`src/rtl/wr_frame_addr_gen.sv`:
```
// ---------------------------------------------------------------------------
// wr_frame_addr_gen
//   Write-address generator for framebuffer writes into DRAM over a
//   valid/ready/last beat stream. It counts accepted beats within a frame and
//   presents the byte address of the pending beat with zero latency. It also
//   rotates across NUM_BUFS contiguous frame buffers and reports the most
//   recently completed buffer, burst starts and framing errors.
//
// Ports
//   clk_in, rst_n_in     clock, asynchronous active-low reset
//   enable_in            1: count handshakes, 0: ignore them
//   restart_in           synchronous return to beat 0 of buffer 0
//   valid_wr/rdy_wr      beat handshake
//   last_wr              beat is the last of its frame
//   err_clr_in           clear the sticky error flags
//   write_address_out    byte address of the pending beat
//   beat_idx_out         beat index within the current frame
//   wr_buf_out           buffer being written
//   rd_buf_out           most recently completed buffer
//   burst_first_out      pending beat starts a burst
//   frame_done_out       one-cycle pulse after a frame completes
//   short_frame_err_out  sticky: last_wr arrived before the final beat index
//   overrun_err_out      sticky: final beat index accepted without last_wr
// ---------------------------------------------------------------------------
module wr_frame_addr_gen #(
    parameter int                ADDR_W          = 27,
    parameter int                WORD_BYTES_LOG2 = 4,
    parameter int                FRAME_WORDS     = 115200,
    parameter int                BURST_LEN       = 16,
    parameter int                NUM_BUFS        = 2,
    parameter logic [ADDR_W-1:0] BASE_ADDR       = '0,
    localparam int               CW              = $clog2(FRAME_WORDS),
    localparam int               BW              = $clog2(NUM_BUFS)
) (
    input  logic              clk_in,
    input  logic              rst_n_in,
    input  logic              enable_in,
    input  logic              restart_in,
    input  logic              valid_wr,
    input  logic              rdy_wr,
    input  logic              last_wr,
    input  logic              err_clr_in,
    output logic [ADDR_W-1:0] write_address_out,
    output logic [CW-1:0]     beat_idx_out,
    output logic [BW-1:0]     wr_buf_out,
    output logic [BW-1:0]     rd_buf_out,
    output logic              burst_first_out,
    output logic              frame_done_out,
    output logic              short_frame_err_out,
    output logic              overrun_err_out
);

    localparam logic [ADDR_W-1:0] FRAME_BYTES = ADDR_W'(FRAME_WORDS) << WORD_BYTES_LOG2;
    localparam logic [CW-1:0]     LAST_IDX    = CW'(FRAME_WORDS - 1);
    localparam logic [CW-1:0]     BURST_MASK  = CW'(BURST_LEN - 1);
    localparam logic [BW-1:0]     LAST_BUF    = BW'(NUM_BUFS - 1);
    localparam logic [BW-1:0]     RESET_RD    = BW'(NUM_BUFS - 1);

    logic [CW-1:0]     beat_idx_q, beat_idx_d;
    logic [BW-1:0]     wr_buf_q, wr_buf_d;
    logic [BW-1:0]     rd_buf_q, rd_buf_d;
    logic [ADDR_W-1:0] buf_base_q, buf_base_d;
    logic              frame_done_q, frame_done_d;
    logic              short_err_q, short_err_d;
    logic              overrun_err_q, overrun_err_d;

    logic hs;
    logic at_last;
    logic eof;
    logic short_set;
    logic overrun_set;

    // NOTE: every combinational output is given a default before any branch,
    // so no path leaves it unassigned and no latch is inferred.
    always_comb begin
        hs      = enable_in & valid_wr & rdy_wr;
        at_last = (beat_idx_q == LAST_IDX);
        eof     = hs & (last_wr | at_last);

        // A restart discards the concurrent beat, including its error status.
        short_set   = eof & last_wr & ~at_last & ~restart_in;
        overrun_set = hs & at_last & ~last_wr & ~restart_in;

        beat_idx_d   = beat_idx_q;
        wr_buf_d     = wr_buf_q;
        rd_buf_d     = rd_buf_q;
        buf_base_d   = buf_base_q;
        frame_done_d = 1'b0;

        if (restart_in) begin
            beat_idx_d = '0;
            wr_buf_d   = '0;
            buf_base_d = BASE_ADDR;
        end else if (eof) begin
            beat_idx_d   = '0;
            rd_buf_d     = wr_buf_q;
            frame_done_d = 1'b1;
            // Base is stepped by addition so no multiplier is needed; the
            // buffer index decides the wrap so base never has to be compared.
            if (wr_buf_q == LAST_BUF) begin
                wr_buf_d   = '0;
                buf_base_d = BASE_ADDR;
            end else begin
                wr_buf_d   = wr_buf_q + BW'(1);
                buf_base_d = buf_base_q + FRAME_BYTES;
            end
        end else if (hs) begin
            beat_idx_d = beat_idx_q + CW'(1);
        end

        // Set wins over a simultaneous clear.
        short_err_d   = short_set   | (short_err_q   & ~err_clr_in);
        overrun_err_d = overrun_set | (overrun_err_q & ~err_clr_in);
    end

    // NOTE: sequential state uses non-blocking assignments so every register
    // samples the pre-edge values, independent of statement order.
    always_ff @(posedge clk_in or negedge rst_n_in) begin
        if (!rst_n_in) begin
            beat_idx_q    <= '0;
            wr_buf_q      <= '0;
            rd_buf_q      <= RESET_RD;
            buf_base_q    <= BASE_ADDR;
            frame_done_q  <= 1'b0;
            short_err_q   <= 1'b0;
            overrun_err_q <= 1'b0;
        end else begin
            beat_idx_q    <= beat_idx_d;
            wr_buf_q      <= wr_buf_d;
            rd_buf_q      <= rd_buf_d;
            buf_base_q    <= buf_base_d;
            frame_done_q  <= frame_done_d;
            short_err_q   <= short_err_d;
            overrun_err_q <= overrun_err_d;
        end
    end

    // Address and burst flag come straight from registers so they describe
    // the beat being presented in the same cycle.
    assign write_address_out   = buf_base_q + (ADDR_W'(beat_idx_q) << WORD_BYTES_LOG2);
    assign burst_first_out     = ((beat_idx_q & BURST_MASK) == '0);
    assign beat_idx_out        = beat_idx_q;
    assign wr_buf_out          = wr_buf_q;
    assign rd_buf_out          = rd_buf_q;
    assign frame_done_out      = frame_done_q;
    assign short_frame_err_out = short_err_q;
    assign overrun_err_out     = overrun_err_q;

endmodule
```
`config.mk`:
```
export PLATFORM = sky130hd
export DESIGN_NAME = wr_frame_addr_gen
export DESIGN_NICKNAME = d
export VERILOG_FILES = /design/src/rtl/wr_frame_addr_gen.sv
export SDC_FILE = /design/constraint.sdc
export NUM_CORES = 1
export LEC_CHECK = 0
export BUFFER_PORTS_ARGS = -buffer_cell sky130_fd_sc_hd__buf_4
export CAP_MARGIN = 20
export CORE_ASPECT_RATIO = 1.25
export CORE_MARGIN = 8
export CORE_UTILIZATION = 45
export DETAILED_ROUTE_END_ITERATION = 10
export PLACE_DENSITY = 0.75
export SLEW_MARGIN = 20
export SYNTH_ARGS = -nofsm -noshare
export SYNTH_HDL_FRONTEND = slang
export SYNTH_SLANG_ARGS = --single-unit
```
`constraint.sdc`:
```
create_clock -name clk_in -period 1.94 [get_ports clk_in]
set_input_delay 0 -clock clk_in [delete_from_list [all_inputs] [get_ports clk_in]]
set_output_delay 0 -clock clk_in [all_outputs]
set_load 0.01 [all_outputs]
```
; Word level (Yosys, flattened, before mapping)
; Cells that the tools add are included.
[totals]
inputBits = 8
elab_cells = 45
reg_bits = 49
[classes]
mux = 11
n_addsub = 4
eq_ne = 1
reduce_logical = 4
bitwise = 18
[ops]
columns = op, n
row1 = 2-to-1 mux 27 bit, 3
row2 = 2-to-1 mux 17 bit, 3
row3 = adder 27 x 21 -> 27 bit, 1
row4 = "adder 27 x 21 -> 27 bit, second input constant", 1
row5 = "adder 17 x 1 -> 17 bit, second input constant", 1
row6 = "== test 17 bit, second input constant", 1
row7 = logical NOT 17 bit, 1
row8 = AND 1 bit, 11
row9 = 2-to-1 mux 1 bit, 5
row10 = inverter 1 bit, 4
row11 = bitwise OR 1 bit, 3
row12 = nonzero test 3 bit, 1
row13 = AND reduction 2 bit, 1
row14 = nonzero test 2 bit, 1
row15 = "adder 1 bit, second input constant", 1

; Longest topological paths before layout
[logic_depth]
depth_word = 7
ltp_mapped = 7
mapped_depth_nobuf = 6

; Worst setup path after synthesis
; Ideal clock, no wire load.
[synth_timing]
path_kind = register to output
from = register beat_idx_q[10], in the netlist beat_idx_out[10]
to = output write_address_out[21]
path_slack_ps = 74
stages_incl_launch_ff = 7
t_arrival_ps = 1866
required_ps = 1940
cell_sequence = dfrtp_1 ha_1 a21oi_1 nor3_1 o21a_1 or4_1 o311ai_0
[synth_via]
elab_chain_len = 1
[synth_rtl]
columns = item, line
row1 = from (decl), 59  ; logic [CW-1:0] beat_idx_q, beat_idx_d;
row2 = from (signal assigned), 128  ; beat_idx_q <= beat_idx_d;
row3 = adder 27 x 21 -> 27 bit, 140  ; assign write_address_out = buf_base_q + (ADDR_W'(beat_idx_q) << WORD_BYTES_LOG2);
row4 = to (decl), 43  ; output logic [ADDR_W-1:0] write_address_out,
; No other way between the ends.

; Worst setup path after layout
[layout_timing]
from = register buf_base_q[18]
to = output write_address_out[21]
[layout_via]
elab_chain_len = 1
[layout_rtl]
columns = item, line
row1 = from (decl), 62  ; logic [ADDR_W-1:0] buf_base_q, buf_base_d;
row2 = from (signal assigned), 131  ; buf_base_q <= buf_base_d;
row3 = adder 27 x 21 -> 27 bit, 140
; No other way between the ends.

==> results by group <==
Placement
  • Worst slack at placement: 0.0223 ns
  • HPWL Detailed: 5950 um
  • GPL Wtd Cong: slightly below 0.9
  • IO buf count: 53
  • Placed cell count: 452

Routing
  • Pre-antenna DRT Iters: 4
  • Routed WL: just under 9000 um
  • Vias/cell: a little over 6
  • ANT nets after route: 0
  • DRC errors left: 0
  • Drt wl/cell: 18.4 um
  • Vias: roughly 2900
  • DR iter-0 viols: about 160

Clock network
  • H-tree depth: 2
  • CTS tree: built
  • CTS Root Buffer Type: clkbuf_8
  • Clock Pin Slew Worst Setup and Hold Paths: 0.08 ns
  • Clk_lat worst skew: 0.29 ns
  • Clk buf depth: 2
  • Num CTS Buffers: 5
  • Clk sinks: 36

Critical path
  • Reg2Reg Depth: 8
  • WP data required: between 1.5 and 2 ns
  • Crit Path Category: flop to output port
  • Worst Path Max Fanout: 4
  • Crit. End Element: output port
  • RR Endpoint: buf_base_q[23]
  • FF-to-FF Start: buf_base_q[14]
  • Worst Setup EP: write_address_out[21]
  • Crit start category: flop
  • Critical path's slowest cell: dfrtp_1
  • Crit path from: buf_base_q[18]
  • FF-to-FF setup slack: 0.02 ns
  • Max incr delay on CP: 0.45 ns
  • CP Cell Sequence: ha_4 -> a21oi_4 -> o21ai_2 -> o21a_1 -> or4_1 -> o311ai_1 -> buf_4
  • CP arrival: 2.13 ns

STA
  • Worst Tran Pin Value: slightly above 0.8 ns
  • Final setup skew: roughly 0.0048 ns
  • Max-slew violations: 0
  • Period utilization: 110%
  • Rel. slew slack: 44.8%
  • Hold Fails Final Rpt: 0
  • Setup ws final: -0.193 ns
  • Max Freq: approximately 0.47 GHz
  • RSZ-0062 raised after global routing: yes
  • Tmin final: 2.13 ns
  • Endpoints failing setup: 7
  • Setup TNS: -0.953 ns

GRT
  • Total track usage: 19.7%
  • Vias in the first global route: 2919
  • Global-route wire length before repair: 13700 um
  • Initial antenna violation count: 0
  • Overflow after GRT: 0
  • Largest net degree at the start of global routing: 37

Cells and area
  • Most common cell after layout, fill and taps aside: buf_4
  • Synthesis-to-finish area growth: 48.1%
  • Util after Layout: around 69%
  • Cell Count, Final, Fillers Out: between 400 and 500
  • Commonest cells after routing, fill and taps aside: 101 x buf_4, 33 x dfrtp_1, 25 x nor2_1, 19 x nand2_1, 17 x xnor2_1
  • Layout Nets: 426
  • Fillers: 441
  • ANT cells: 0
  • Share of layout cells above drive strength 1: 42.3%

Pwr
  • Pwr Total: 1.89 mW
  • Pleak: between 1.5 and 2 nW
  • PD cells: between 400 and 500 nW/um^2
  • Peak VDD IR: 0.319 mV

Yosys
  • Synthesized area: around 2700 um^2
  • Post-synth EDFFs: 0
  • Yosys Warn Count: 0
  • Sequential area share after synthesis: 33.9%
  • Mapped Cells: a little over 300
  • Yosys top cell by area: dfrtp_1
  • Largest cells by area after synthesis: dfrtp_1 33%, xnor2_1 5.9%, ha_1 5.6%, nor2_1 3.8%, a21oi_1 3.6%
  • Synth cell types: 65
  • Share of the synthesized area in the top cell type: 32.9%
  • Top_reg_cell synth: dfrtp_1
  • Async SR Flop Fraction: 100%
  • Mean Syn Cell Area: 8.64 um^2
  • FF+latch count, synth: 36

Die
  • Die span in x: 84.8 um
  • Std-Cell Rows: 31
  • DIE AREA: 8650 um^2
  • Ports: 58
  • Vert. Die Dim: 102 um
  • Core box area: 5740 um^2
  • Starting Density: approximately 46%

Status
  • Failing checks: setup timing
  • Status: finished with violations

Run
  • Max_cap viols: 0

Hold path
  • Hold crit path type: input port to flop
  • Hold Crit Start: restart_in
area by class of cell:
class	count	area [um^2]	share of cell area [%]
clock buffer	6	72.6	1.84
clock inverter	2	35.0	0.889
inverter	16	60.1	1.52
multi-input combinational	236	1910	48.5
sequential	36	905	22.9
tap	66	82.6	2.09
timing repair buffer	111	877	22.2
critical path, delay by kind of cell, from the launching register on:
family,cells,cell delay (ns)
flops,1,0.45
simple gates,1,0.40
fa+ha+maj,1,0.31
buf+inv,1,0.17
compound gates,4,0.53
synthesized netlist by cell type, drive strengths merged, types with 4 or more instances:
| master | count |
|---|---|
| xor2 | 5 |
| dfrtp | 35 |
| or3 | 7 |
| ha | 12 |
| nand2 | 19 |
| nand4 | 4 |
| xnor2 | 18 |
| and3 | 5 |
| a21o | 4 |
| clkbuf | 12 |
| a21oi | 21 |
| inv | 16 |
| nor3 | 19 |
| nand3 | 17 |
| o21ai | 12 |
| a211oi | 4 |
| nor2 | 27 |
| buf | 12 |
registers in the layout (all words and copies together), names as in the netlist:
signal and count:
wr_buf_out 1, beat_idx_out 17, buf_base_q 14, short_frame_err_out 1, frame_done_out 1, rd_buf_out 1, overrun_err_out 1
through the flow:
step	area (um^2)	hold slack (ns)
global route	3940	0.0366
floorplan	2680	-0.296
detailed placement	3380	-0.00442
finish	3940	0.0316
global placement	3380	-0.0103
CTS	3800	0.0148
cells by family after synthesis:
group	synth area share, %
and+or+nand+nor	23.6
AOI/OAI and AO/OA	21.0
buffers and inverters	6.95
DFF	33.9
xor gates and xnor gates	7.57
adders and majority gates	5.64
muxes	1.22
other	0.141
worst min path at each step:
| stage | to | cells past startpoint |
|---|---|---|
| finish | beat_idx_out[0] | 2 |
| global route | short_frame_err_out | 2 |
| detailed placement | buf_base_q[16] | 1 |
| floorplan | beat_idx_out[0] | 0 |
| global placement | beat_idx_out[14] | 1 |
| CTS | beat_idx_out[0] | 2 |
layer usage:
layer,track usage (%),wire [um]
met1,20.2,3300
met2,35.8,4470
met3,4.34,520
met4,12.4,394
met5,0,0
report_power, final:
part	switching [mW]	leakage, nW	internal, mW
combinational	0.225	1.20	0.184
sequential	0.0360	0.493	0.775
clock	0.286	0.0552	0.382
repair_timing:
item	CTS	global route
pin swaps	18	24
buffers inserted	11	3
setup endpoints to repair	10	41
hold buffers	2	0
resized for setup	42	29
endpoints found under the hold margin	36	0
No activity file was read; power rests on OpenSTA's default activity.
